[config.mk]
export PLATFORM = sky130hd
export DESIGN_NAME = hps_reset_request_gen
export DESIGN_NICKNAME = d
export VERILOG_FILES = /design/src/rtl/hps_reset_request_gen.sv
export SDC_FILE = /design/constraint.sdc
export NUM_CORES = 1
export LEC_CHECK = 0
export CORE_MARGIN = 2
export CORE_UTILIZATION = 64
export CTS_CLUSTER_DIAMETER = 100
export CTS_CLUSTER_SIZE = 24
export DETAILED_ROUTE_END_ITERATION = 16
export PLACE_DENSITY = 0.95
export REMOVE_ABC_BUFFERS = 1
export SYNTH_ARGS = -nofsm -noshare
export SYNTH_HDL_FRONTEND = slang
export SYNTH_SLANG_ARGS = --single-unit
[constraint.sdc]
create_clock -name clk -period 4 [get_ports clk]
set_input_delay 0.8 -clock clk [delete_from_list [all_inputs] [get_ports clk]]
set_output_delay 0.8 -clock clk [all_outputs]
set_load 0.05 [all_outputs]
[src/rtl/hps_reset_request_gen.sv]
// Turns debounced push-button gestures into one-hot, level-held HPS reset requests
// (cold on long press, warm on short press, debug on long dual-button press).
module hps_reset_request_gen #(
   parameter int unsigned SHORT_MIN = 5_000_000,
   parameter int unsigned LONG_MIN  = 100_000_000,
   parameter int unsigned CNT_WIDTH = 27,
   parameter int unsigned REQ_HOLD  = 16,
   parameter int unsigned COOLDOWN  = 2_500_000
) (
   input  logic       clk,
   input  logic       rst,
   input  logic       enable,
   input  logic [1:0] btn_n,
   output logic [2:0] hps_reset_req,
   output logic       busy,
   output logic [2:0] last_req,
   output logic [7:0] req_count
);

   localparam int unsigned HOLD_W = $clog2(REQ_HOLD);
   localparam int unsigned COOL_W = $clog2(COOLDOWN + 1);

   localparam logic [2:0] ST_IDLE         = 3'd0;
   localparam logic [2:0] ST_PRESS        = 3'd1;
   localparam logic [2:0] ST_ISSUE        = 3'd2;
   localparam logic [2:0] ST_WAIT_RELEASE = 3'd3;
   localparam logic [2:0] ST_COOLDOWN     = 3'd4;

   localparam logic [2:0] REQ_COLD  = 3'b001;
   localparam logic [2:0] REQ_WARM  = 3'b010;
   localparam logic [2:0] REQ_DEBUG = 3'b100;

   logic [2:0]           state, state_d;
   logic [CNT_WIDTH-1:0] cnt, cnt_d, cnt_inc;
   logic                 dual_f, dual_f_d;
   logic [HOLD_W-1:0]    hold_cnt, hold_cnt_d;
   logic [COOL_W-1:0]    cool_cnt, cool_cnt_d;
   logic [2:0]           req_d, last_req_d;
   logic [7:0]           req_count_d;
   logic                 busy_d;
   logic                 pressed, dual;
   logic                 issue;
   logic [2:0]           issue_req;

   assign pressed = |(~btn_n);
   assign dual    = &(~btn_n);
   assign cnt_inc = cnt + CNT_WIDTH'(1);

   // State register and registered outputs
   always_ff @(posedge clk) begin
      if (rst) begin
         state         <= ST_IDLE;
         cnt           <= '0;
         dual_f        <= 1'b0;
         hold_cnt      <= '0;
         cool_cnt      <= '0;
         hps_reset_req <= '0;
         busy          <= 1'b0;
         last_req      <= '0;
         req_count     <= '0;
      end else begin
         state         <= state_d;
         cnt           <= cnt_d;
         dual_f        <= dual_f_d;
         hold_cnt      <= hold_cnt_d;
         cool_cnt      <= cool_cnt_d;
         hps_reset_req <= req_d;
         busy          <= busy_d;
         last_req      <= last_req_d;
         req_count     <= req_count_d;
      end
   end

   // Next-state and next-output logic
   always_comb begin
      state_d     = state;
      cnt_d       = cnt;
      dual_f_d    = dual_f;
      hold_cnt_d  = hold_cnt;
      cool_cnt_d  = cool_cnt;
      req_d       = hps_reset_req;
      last_req_d  = last_req;
      req_count_d = req_count;
      issue       = 1'b0;
      issue_req   = REQ_WARM;

      case (state)
         ST_IDLE: begin
            if (enable && pressed) begin
               state_d  = ST_PRESS;
               cnt_d    = CNT_WIDTH'(1);
               dual_f_d = dual;
            end
         end
         ST_PRESS: begin
            if (!enable) begin
               state_d = ST_IDLE;
            end else if (pressed) begin
               cnt_d    = (cnt == CNT_WIDTH'(LONG_MIN)) ? cnt : cnt_inc;
               dual_f_d = dual_f | dual;
               if (cnt_inc == CNT_WIDTH'(LONG_MIN)) begin
                  issue     = 1'b1;
                  issue_req = (dual_f | dual) ? REQ_DEBUG : REQ_COLD;
               end
            end else if (cnt < CNT_WIDTH'(SHORT_MIN)) begin
               state_d = ST_IDLE;
            end else if (!dual_f) begin
               issue     = 1'b1;
               issue_req = REQ_WARM;
            end else begin
               state_d = ST_IDLE;
            end
         end
         ST_ISSUE: begin
            if (hold_cnt == HOLD_W'(REQ_HOLD - 1)) begin
               state_d = ST_WAIT_RELEASE;
               req_d   = '0;
            end else begin
               hold_cnt_d = hold_cnt + HOLD_W'(1);
            end
         end
         ST_WAIT_RELEASE: begin
            if (!pressed) begin
               state_d    = ST_COOLDOWN;
               cool_cnt_d = '0;
            end
         end
         ST_COOLDOWN: begin
            // Any press restarts the quiet window
            if (pressed) begin
               cool_cnt_d = '0;
            end else if (cool_cnt == COOL_W'(COOLDOWN - 1)) begin
               state_d = ST_IDLE;
            end else begin
               cool_cnt_d = cool_cnt + COOL_W'(1);
            end
         end
         default: begin
            state_d = ST_IDLE;
            req_d   = '0;
         end
      endcase

      if (issue) begin
         state_d     = ST_ISSUE;
         hold_cnt_d  = '0;
         req_d       = issue_req;
         last_req_d  = issue_req;
         req_count_d = req_count + 8'd1;
      end

      busy_d = (state_d != ST_IDLE);
   end

endmodule

==> results of run 1 <==
[worst max-delay path: cells and delay by family (launching register included)]
kind                     cells  cell delay, ns
flip-flops                   1            0.46
adder cells (fa/ha/maj)      1            0.38
AND/OR/NAND/NOR              4            1.26
AO/OA/AOI/OAI                4            1.26
[final timing paths]
| check | endpoint | start | slack (ns) | cells past startpoint |
|---|---|---|---|---|
| worst max-delay path | last_req[1] | cnt[1] | 0.56 | 9 |
| worst min-delay path | hps_reset_req[2] | hps_reset_req[2] | 0.46 | 2 |
| worst max register to register | last_req[1] | cnt[1] | 0.56 | 9 |
| worst min register to register | hps_reset_req[2] | hps_reset_req[2] | 0.46 | 2 |
[synth_stat cells (7+ instances only)]
master | number | share of area
xor2_1 | 17 | 0.036
dfxtp_1 | 72 | 0.35
buf_2 | 13 | 0.016
or4_1 | 7 | 0.013
a31oi_1 | 8 | 0.012
nand3_1 | 25 | 0.030
clkbuf_1 | 19 | 0.017
a21oi_1 | 40 | 0.049
nor2_1 | 70 | 0.064
nand2_1 | 44 | 0.040
nor3_1 | 17 | 0.021
nor4_1 | 8 | 0.012
inv_1 | 12 | 0.011
and3_1 | 8 | 0.012
or3_1 | 14 | 0.021
a21o_1 | 10 | 0.018
nand4_1 | 15 | 0.023
o21ai_0 | 28 | 0.034
xnor2_1 | 13 | 0.028
[metrics by stage]
stage	std cells	cell area [um^2]	power, W
after floorplan	496	3940	0.000773
after global placement	598	4280	0.000798
after detailed placement	598	4280	0.000801
after CTS	614	4530	0.00152
after global routing	614	4530	0.00155
final	614	4530	0.00152
[routing by layer]
metal,share of wire,vias to the layer above,routed length [um]
li1,-,1922,-
met5,0,-,0
met1,0.42,1904,4230
met2,0.48,197,4840
met3,0.074,38,751
met4,0.030,0,308
[cells by family after synthesis]
| kind of cell | after synthesis | synth area share |
|---|---|---|
| AO/OA/AOI/OAI | 120 | 0.177 |
| flip-flops | 72 | 0.350 |
| XOR/XNOR | 30 | 0.0638 |
| adder cells (fa/ha/maj) | 6 | 0.0182 |
| AND/OR/NAND/NOR | 251 | 0.326 |
| buffers and inverters | 51 | 0.0553 |
| multiplexers | 4 | 0.00972 |
[power breakdown]
part | switching [W] | total (W) | internal, W
clock | 0.000310 | 0.000732 | 0.000422
combinational | 0.0000430 | 0.0000654 | 0.0000224
sequential | 0.00000281 | 0.000721 | 0.000718
total | 0.000356 | 0.00152 | 0.00116
[registers in the layout (all words and copies together), names as in the netlist]
name and cells:
cnt 27, cool_cnt 22, req_count 8, hold_cnt 4
hps_reset_req 3, last_req 3, state 3, busy 1
dual_f 1
[cell type report]
type | instances | share of cell area
inverters | 13 | 0.0108
flip-flops and latches | 72 | 0.318
repair buffers | 25 | 0.0520
well taps | 77 | 0.0213
clock buffers | 9 | 0.0274
clock inverters | 7 | 0.0276
multi-input cells | 411 | 0.542
==> run metrics, run 1 <==
status=completed; Mapped Avg Cell Area=7.72 um^2; startpoint types=register; Layout fillers=451; CP max stage cell=or4_1; CP arrival=3.72 ns; Place WS=0.322 ns; layout cells sized above 1=0.0745; most frequent cells in the layout=dfxtp_1 (72), nor2_1 (70), nand2_1 (44), a21oi_1 (40), o21ai_0 (28); count of pins over their slew limit=0; CP max FO=16; Area Growth Syn to Fin=9.84%; sequential cell area=1440 um^2; num ports=20; DRT iter0 DRCs=438; ys async rst share=0; worst setup margin=0.559 ns; Leak=1.52 nW; Starting Density=0.656; Tmin final=3.44 ns; final RePlAce weighted congestion=0.924; GRT Total Usage=0.288; Root Driver=clkbuf_8; power per cell area=336 nW/um^2; CTS Buffer Depth=2; Seq cells post-synth=72; Worst-Margin Slew=0.648 ns; final setup violation count=0; Inserted Diodes=0; DR pass1 iterations=5; GR Util met1=0.352; hold bufs inserted after CTS=0; Fin. Hold Viols=0; Multi-input gate area=2450 um^2; Vias/cell=6.61; via count=4,061; port bufs=19; Routed WL per cell=16.5 um; DIE HEIGHT=84.2 um; CTS buffer count=9; clk slew on worst S/H paths=0.08 ns; post_cts resized=0; Min Hold Slack=0.464 ns; Detail Route Antenna Nets=0; Final Util=0.721; Post-Syn Area=4120 um^2; Final period util=0.860; total clock sinks=72; worst path required time=4.28 ns; Nets=543; sequential cell area fraction in the yosys report=0.350; global-route wire length before repair=16,900 um; core area=6280 um^2; clock skew=0.0130 ns; setup repair bufs after CTS=0; prevailing post-synth register cell=dfxtp_1; crit path cell chain=ha_1 -> nand3_1 -> or4_1 -> o21a_1 -> o2111ai_1 -> nor4b_2 -> a21boi_2 -> nand2b_1 -> o22ai_1; number of synthesized flops with an enable pin=0; slowest stage delay, CP=0.54 ns; GRT met3 Usage=0.0737; die area=7100 um^2; H-tree Lvls=3; worst skew pair latency=0.37 ns; max_slew headroom=0.566; number of global-route vias before repair=3,747; setup_tns=0 ns; Worst Hold Class=reg -> reg; CP Capture Type=register; row cnt=29; Routed WL=10,100 um; max cap viols=0; DRC=0; initial antenna violation count=0; Max Clk Rate=291 MHz; commonest non-fill, non-tap cell in the layout=dfxtp_1; CTS tree=yes; CP Class=reg -> reg; unrepaired setup endpoints after global routing=no; Unique masters post-synth=61; detailed placement HPWL=6720 um; pin count of the biggest net entering global routing=31; global route hottest layer=met2; met2 GRT Util=0.471; VDD IR-drop max=341 uV; Congestion Overflow GR=0; Ys Warns=0; DIE WIDTH=84.2 um; gate count after technology mapping=534
No activity file was read; power rests on OpenSTA's default activity.
==> inputs of run 2 (changes only) <==
Settings changed: CORE_UTILIZATION 64 to 60, PLACE_DENSITY 0.95 to 0.9.
==> run 2 against run 1 <==
Compared with the run above:
- flip-flop and latch count is the same
- sequential power is essentially flat
- non-clock buffer count shrank 1
- critical path depth is the same
- critical path type unchanged
==> run metrics, run 2 (synthesis results as in run 1) <==
unrepaired setup endpoints after global routing=no; num ports=20; hold bufs inserted after CTS=0; pin count of the biggest net entering global routing=31; H-tree Lvls=3; CP arrival=3.70 ns; Max Clk Rate=294 MHz; Finished Layout Cells=616; Layout fillers=549; Vias/cell=6.41; Reg power frac=0.531; most frequent cells in the layout=dfxtp_1 (72), nor2_1 (70), nand2_1 (44), a21oi_1 (40), o21ai_0 (28); Nets=542; initial antenna violation count=0; status=completed; Fin. Hold Viols=0; via count=3,948; max_slew headroom=0.480; Routed met3 length=666 um; Congestion Overflow GR=0; Placed Area=4270 um^2; total clock sinks=72; DIE WIDTH=86.9 um; final RePlAce weighted congestion=0.917; Tmin final=3.41 ns; Top Layer Used=met4; CTS buffer count=9; Inserted Diodes=0; count of pins over their slew limit=0; Internal Pwr Total=0.000985 W; Worst-Margin Slew=0.781 ns; global-route wire length before repair=16,600 um; startpoint types=register; max cap viols=0; number of global-route vias before repair=3,647; CTS tree=yes; die area=7550 um^2; commonest non-fill, non-tap cell in the layout=dfxtp_1; clk slew on worst S/H paths=0.09 ns; worst path required time=4.29 ns; WL met1=4230 um; P_sw=0.000372 W; Starting Density=0.613; CTS Buffer Depth=2; largest registers=cnt (27), cool_cnt (22), req_count (8); row cnt=30; Root Driver=clkbuf_8; VDD IR-drop max=274 uV; final setup violation count=0; max FFs per register=27; DIE HEIGHT=86.9 um; DRC=0; DR pass1 iterations=7; Reg with most FFs=cnt; power per cell area=304 nW/um^2; CP max FO=16; Routed WL per cell=16.1 um; setup_tns=0 ns; fin area=4470 um^2; core area=6720 um^2; Clk pwr share=0.422; Worst Hold Class=reg -> reg; Detail Route Antenna Nets=0; Area Growth Syn to Fin=8.38%; switching share of power=0.274; detailed placement HPWL=6700 um; setup repair bufs after CTS=0; CP Capture Type=register; GRT Total Usage=0.276; met2 wire len=4740 um; Final period util=0.852; port bufs=19; worst skew pair latency=0.37 ns; Logic pwr share=0.047; Inst Count DP=600; CP Class=reg -> reg; Routed WL=9900 um; clock skew=0.0112 ns; Leak=1.49 nW; Power Total=0.00136 W; DRT iter0 DRCs=302; worst setup margin=0.594 ns; post_cts resized=0; layout cells sized above 1=0.0728; Place WS=0.340 ns
[run 2: cell types whose count changed in the layout (fill, tap and decap cells not counted), sizes merged]
cell | before | now
bufinv | 3 | 0
inv | 16 | 18
buf | 6 | 5
clkinv | 1 | 2
[run 2: power by group through the flow]
| stage | sequential (W) | combinational (W) | clock [W] |
|---|---|---|---|
| after floorplan | 0.000742 | 0.0000312 | 0 |
| after global placement | 0.000738 | 0.0000608 | 0 |
| after detailed placement | 0.000738 | 0.0000628 | 0 |
| after CTS | 0.000721 | 0.0000630 | 0.000578 |
| after global routing | 0.000722 | 0.0000694 | 0.000613 |
| final | 0.000721 | 0.0000638 | 0.000572 |
[run 2: final timing paths]
| kind | from | to | slack (ns) | cells past startpoint |
|---|---|---|---|---|
| setup / recovery | cnt[1] | hps_reset_req[2] | 0.59 | 9 |
| hold / removal | last_req[0] | last_req[0] | 0.47 | 2 |
| setup reg to reg | cnt[1] | hps_reset_req[2] | 0.59 | 9 |
| hold reg to reg | last_req[0] | last_req[0] | 0.47 | 2 |
[run 2: critical path, cell delays in order (launching register included)]
cell,delay (ns)
dfxtp_1,0.45
ha_1,0.36
nand3_1,0.22
or4_1,0.54
o21a_1,0.24
o2111ai_1,0.23
nor4b_2,0.09
a21boi_2,0.52
nand2b_1,0.42
o21ai_0,0.27
[run 2: final cells by class]
class                      count  area [um^2]  share of cell area
clock buffer                   9          124              0.0277
sequential                    72         1440               0.323
tap                           80          100              0.0224
multi-input combinational    411         2450               0.550
timing repair buffer          24          228              0.0510
clock inverter                 7         68.8              0.0154
inverter                      13         48.8              0.0109
[run 2: per-layer routing]
layer / GRT usage / vias up
met2: 0.452 / 152
met1: 0.344 / 1867
met5: 0 / -
li1: - / 1903
met3: 0.0720 / 26
met4: 0.111 / 0
[run 2: metrics by stage]
step	hold slack (ns)	utilization
after global routing	0.487	0.665
after global placement	0.444	0.636
after floorplan	0.443	-
after detailed placement	0.458	0.636
after CTS	0.471	0.665
final	0.470	0.665
